$ cat src/rtl/mem_pkg.sv
// Shared widths and state encoding for the memory copy engine.
package mem_pkg;

  localparam int unsigned ADDR_W = 12;
  localparam int unsigned DATA_W = 16;

  typedef enum logic [1:0] {
    IDLE  = 2'b00,
    READ  = 2'b01,
    WRITE = 2'b10,
    FIN   = 2'b11
  } state_e;

endpackage

$ cat src/rtl/mem_copy_engine.sv
// Word-by-word memory copy engine: one read cycle then one write cycle per word,
// with a running modulo-2^DATA_W checksum of the copied data.
module mem_copy_engine #(
  parameter int unsigned ADDR_W = mem_pkg::ADDR_W,
  parameter int unsigned DATA_W = mem_pkg::DATA_W
) (
  input  logic              Clk,
  input  logic              nReset,
  input  logic              start,
  input  logic [ADDR_W-1:0] src,
  input  logic [ADDR_W-1:0] dst,
  input  logic [ADDR_W-1:0] len,
  output logic              busy,
  output logic              done,
  output logic [DATA_W-1:0] checksum,
  output logic [ADDR_W-1:0] address,
  output logic [DATA_W-1:0] write_data,
  output logic              WEn,
  input  logic [DATA_W-1:0] read_data
);

  import mem_pkg::*;

  state_e            state_q, state_d;
  logic [ADDR_W-1:0] src_ptr_q, src_ptr_d;
  logic [ADDR_W-1:0] dst_ptr_q, dst_ptr_d;
  logic [ADDR_W-1:0] count_q, count_d;
  logic [DATA_W-1:0] data_reg_q, data_reg_d;
  logic [DATA_W-1:0] checksum_q, checksum_d;

  always_ff @(posedge Clk) begin
    if (!nReset) begin
      state_q    <= IDLE;
      src_ptr_q  <= '0;
      dst_ptr_q  <= '0;
      count_q    <= '0;
      data_reg_q <= '0;
      checksum_q <= '0;
    end else begin
      state_q    <= state_d;
      src_ptr_q  <= src_ptr_d;
      dst_ptr_q  <= dst_ptr_d;
      count_q    <= count_d;
      data_reg_q <= data_reg_d;
      checksum_q <= checksum_d;
    end
  end

  always_comb begin
    state_d    = state_q;
    src_ptr_d  = src_ptr_q;
    dst_ptr_d  = dst_ptr_q;
    count_d    = count_q;
    data_reg_d = data_reg_q;
    checksum_d = checksum_q;
    unique case (state_q)
      IDLE: begin
        if (start) begin
          src_ptr_d  = src;
          dst_ptr_d  = dst;
          count_d    = len;
          checksum_d = '0;
          state_d    = (len == '0) ? FIN : READ;
        end
      end
      READ: begin
        data_reg_d = read_data;
        checksum_d = checksum_q + read_data;
        state_d    = WRITE;
      end
      WRITE: begin
        // Pointers wrap naturally at the address width.
        src_ptr_d = src_ptr_q + 1'b1;
        dst_ptr_d = dst_ptr_q + 1'b1;
        count_d   = count_q - 1'b1;
        state_d   = (count_q == ADDR_W'(1)) ? FIN : READ;
      end
      FIN: begin
        state_d = IDLE;
      end
      default: state_d = IDLE;
    endcase
  end

  // Memory-side outputs depend only on registered state.
  always_comb begin
    address    = '0;
    write_data = '0;
    WEn        = 1'b0;
    unique case (state_q)
      READ: address = src_ptr_q;
      WRITE: begin
        address    = dst_ptr_q;
        write_data = data_reg_q;
        WEn        = 1'b1;
      end
      default: ;
    endcase
  end

  assign busy     = (state_q != IDLE);
  assign done     = (state_q == FIN);
  assign checksum = checksum_q;

endmodule

$ cat config.mk
export PLATFORM = sky130hd
export DESIGN_NAME = mem_copy_engine
export DESIGN_NICKNAME = d
export VERILOG_FILES = /design/src/rtl/mem_pkg.sv /design/src/rtl/mem_copy_engine.sv
export SDC_FILE = /design/constraint.sdc
export NUM_CORES = 1
export LEC_CHECK = 0
export ABC_CLOCK_PERIOD_IN_PS = 2000
export CORE_UTILIZATION = 30
export CTS_CLUSTER_DIAMETER = 40
export DETAILED_ROUTE_END_ITERATION = 7
export PLACE_DENSITY = 0.58
export SYNTH_ARGS = -nofsm -noshare
export SYNTH_HDL_FRONTEND = slang
export SYNTH_SLANG_ARGS = --single-unit
$ cat constraint.sdc
create_clock -name Clk -period 2 [get_ports Clk]
set_input_delay 0.4 -clock Clk [delete_from_list [all_inputs] [get_ports Clk]]
set_output_delay 0.4 -clock Clk [all_outputs]
set_load 0.05 [all_outputs]
==> metrics.md <==
| Metric | Value |
|---|---|
| Vias per Instance | `5.205` |
| Post-layout nets | `805` |
| Wirelength, routed | `14520 microns` |
| RSZ-0062 raised after global routing | `true` |
| Setup crit end kind | `flop` |
| Ant. Diodes | `0` |
| Critical path startpoint | `checksum[0]$_SDFFE_PN0P_` |
| DRT iter0 DRCs | `310` |
| Number of enable flip-flop cells after synthesis | `0` |
| Pwr per Cell Area | `a little over 700 mW/mm^2` |
| Slew headroom | `65.51%` |
| Row Count | `44` |
| DR vias | `4763` |
| First-pass GRT wire length | `between 20000 and 25000 microns` |
| Hold depth | `3` |
| Worst skew pair latency | `0.34 ns` |
| Post-Syn Area per Cell | `between 7 and 8 sq um` |
| Starting density of the core | `between 30% and 40%` |
| Top_reg_cell synth | `dfxtp_1` |
| Die width | `125.6 microns` |
| Total CTS buffers | `9` |
| Routed wire length per instance | `15.87 microns` |
| Share of layout cells above drive strength 1 | `28.73%` |
| Pin count of the biggest net entering global routing | `61` |
| Failing checks | `design-rule violations, negative setup slack` |
| Die H | `125.6 microns` |
| Routed Antenna Nets | `0` |
| First-pass detailed-route iteration total | `6` |
| R2r endpoint | `checksum[10]$_SDFFE_PN0P_` |
| Dominant cell type by area after synthesis | `dfxtp_1` |
| Setup Viol. Count Final | `1` |
| Grt met3 use | `2.867%` |
| Final worst path period share | `100.6%` |
| Antenna violations before repair | `0` |
| Clock Tree Buf Depth | `2` |
| R2r startpoint | `checksum[0]$_SDFFE_PN0P_` |
| H-tree Lvls | `3` |
| Core ar. | `0.01470 sq mm` |
| Peak supply drop | `416.0 uV` |
| DIE AREA | `roughly 0.016 sq mm` |
| Slew Viols, Final | `0` |
| Leak Pwr | `2.807 nW` |
| Slew @ Worst Pin | `0.5158 ns` |
| Clk sinks | `70` |
| Critical setup path kind | `flop to flop` |
| GRT Total Usage | `18.97%` |
| Setup TNS after final layout | `-0.01109 ns` |
| # Max-Cap Violations | `0` |
| M2 GR Usage | `31.76%` |
| Number of cells on the worst reg-to-reg path | `10` |
| Critical Path RT | `2.28 ns` |
| Unique cell type count in the Yosys netlist | `61` |
| Cell Area, Synth | `0.004582 sq mm` |
| Most frequent cells in the layout | `dfxtp_1 (62), clkdlybuf4s50_1 (61), buf_4 (61)` |
| HPWL Detailed | `10230 microns` |
| Non-filler instance count after layout | `915` |
| Hold Vio Cnt, Final | `0` |
| Final critical-path required period | `around 2 ns` |
| I/O Buffers | `roughly 100` |
| CTS tree | `built` |
| Outcome | `complete, but fails checks` |
| Ports | `a little over 100` |
| Number of global-route vias before repair | `4706` |
| CP max FO | `5` |
| Fillers | `1362` |
| Most Crowded Layer GR | `met2` |
| Synthesis warning total | `0` |
| Post-synthesis sequential area ratio | `30.58%` |
| GR Util met1 | `24.10%` |
| Grt ovf | `0` |
| Clock skew | `between 0.005 and 0.006 ns` |
| Mapped Cells | `just under 600` |
| Flop-to-flop setup slack | `-0.01 ns` |
| Syn nets | `660` |
| Fmax | `0.4972 GHz` |
| Most common cell after layout, fill and taps aside | `dfxtp_1` |
| DR DRC count | `2` |
| Hold Path Class | `primary input to flop` |
| Min-delay src | `read_data[2]` |
| CTS root buffer | `clkbuf_16` |
| Yosys top cell area share | `30.58%` |
| Ranking of synthesized cells by area | `dfxtp_1 (31%), nor2b_1 (6.6%), ha_1 (6.3%), a21oi_1 (5.8%), nand2_1 (4.2%)` |
| Area delta synth->final | `58.66%` |
| Post-Place Cells | `883` |
| Routability Congestion | `0.8526` |
| Worst EP arrival | `about 2.3 ns` |
| Final WS setup | `-0.01109 ns` |
| #FFs+latches synth | `70` |
| Hold Path End | `data_reg_q[2]$_SDFFE_PN0P_` |
| Async SR Flop Fraction | `0%` |
| Worst-path clk slew | `0.06 ns` |
| Critical Path Start Type | `flop` |
==> registers in the layout, indices dropped and copies added, names as in the netlist <==
register    flops
checksum       16
data_reg_q     16
count_q        12
dst_ptr_q      12
src_ptr_q      12
state_q         2
==> final cells by class <==
type	count	area, sq um	area share, %
clock buffer	12	257.7	3.546
timing repair buffer	175	2003	27.56
sequential	70	1421	19.55
multi-input combinational	446	3242	44.60
tap	184	230.2	3.167
clock inverter	4	20.02	0.2754
inverter	24	95.09	1.308
==> critical path, cell delays in order, from the launching register on <==
cell and delay, ns:
dfxtp_4 0.35, ha_4 0.13, inv_2 0.04, fa_2 0.34, nor2b_2 0.14, o211ai_1 0.10, buf_4 0.16, a31oi_4 0.23
a41oi_2 0.17, xor2_1 0.16, o21ai_1 0.12
==> cells by family (layout without fill, tap and decap cells) <==
group / Yosys count / count (layout) / share of synthesized area [%]
AND/OR/NAND/NOR: 204 / 204 / 23.70
AO/OA/AOI/OAI: 185 / 185 / 26.24
flip-flops: 70 / 70 / 30.58
buffers and inverters: 65 / 215 / 5.925
adder cells (fa/ha/maj): 24 / 24 / 6.718
multiplexers: 19 / 19 / 4.151
XOR/XNOR: 14 / 14 / 2.676
==> worst max-delay path by stage <==
stage / endpoint / cells past startpoint / slack, ns
after floorplan: address[10] / 7 / -0.01
after global placement: checksum[10]$_SDFFE_PN0P_ / 10 / -0.63
after detailed placement: checksum[10]$_SDFFE_PN0P_ / 10 / -0.66
after CTS: checksum[10]$_SDFFE_PN0P_ / 10 / -0.03
after global routing: checksum[14]$_SDFFE_PN0P_ / 10 / -0.14
final: checksum[10]$_SDFFE_PN0P_ / 10 / -0.01
==> metrics by stage <==
step / util, % / worst slack [ns] / cell area [sq um] / power (W) / hold WS [ns]
2_1_floorplan: - / -0.01323 / 4746 / 0.002756 / 0.4661
3_3_place_gp: 44.90 / -0.6278 / 6600 / 0.003407 / 0.4597
3_5_place_dp: 44.90 / -0.6615 / 6600 / 0.003448 / 0.4645
4_1_cts: 48.59 / -0.03302 / 7142 / 0.005132 / 0.4773
5_1_grt: 49.46 / -0.1369 / 7269 / 0.005403 / 0.4768
6_report: 49.46 / -0.01109 / 7269 / 0.005116 / 0.4508
==> report_power, final <==
group          internal [W]  switching [W]
logic              0.000921       0.000931
registers           0.00155       0.000178
clock network      0.000907       0.000625
total               0.00338        0.00173
==> repair_timing <==
action | 4_1_cts | 5_1_grt
endpoints found under the setup margin | 40 | 37
gates cloned | 1 | 0
hold buffers | 0 | 0
buffers inserted | 16 | 2
resized for setup | 39 | 36
pin swaps | 11 | 14
==> cell usage after synthesis (all sizes together) (3+ instances only) <==
| library cell | n |
|---|---|
| a22oi | 20 |
| a21o | 3 |
| a31oi | 7 |
| inv | 24 |
| nor2b | 48 |
| nand2 | 53 |
| nand4 | 6 |
| buf | 18 |
| xnor2 | 6 |
| and2 | 22 |
| xor2 | 8 |
| nand2b | 6 |
| clkbuf | 23 |
| nor4 | 4 |
| nand3 | 13 |
| o22ai | 5 |
| mux2i | 19 |
| and4 | 3 |
| o211ai | 4 |
| nor3 | 12 |
| a21oi | 53 |
| ha | 23 |
| o221a | 7 |
| a21boi | 6 |
| o21a | 3 |
| dfxtp | 70 |
| a41oi | 3 |
| nor2 | 27 |
| o21ai | 50 |
| o31ai | 3 |
| o221ai | 3 |
| a2bb2oi | 3 |
==> metal layers <==
layer  vias to the layer above  part of all wire [%]  wire length, microns
met4                         0                   2.2                   317
met5                         -                     0                     0
met1                      2250                    45                  6553
met3                        23                   4.5                   649
li1                       2378                     -                     -
met2                       112                    48                  6997
(Power assumes the default switching activity.)
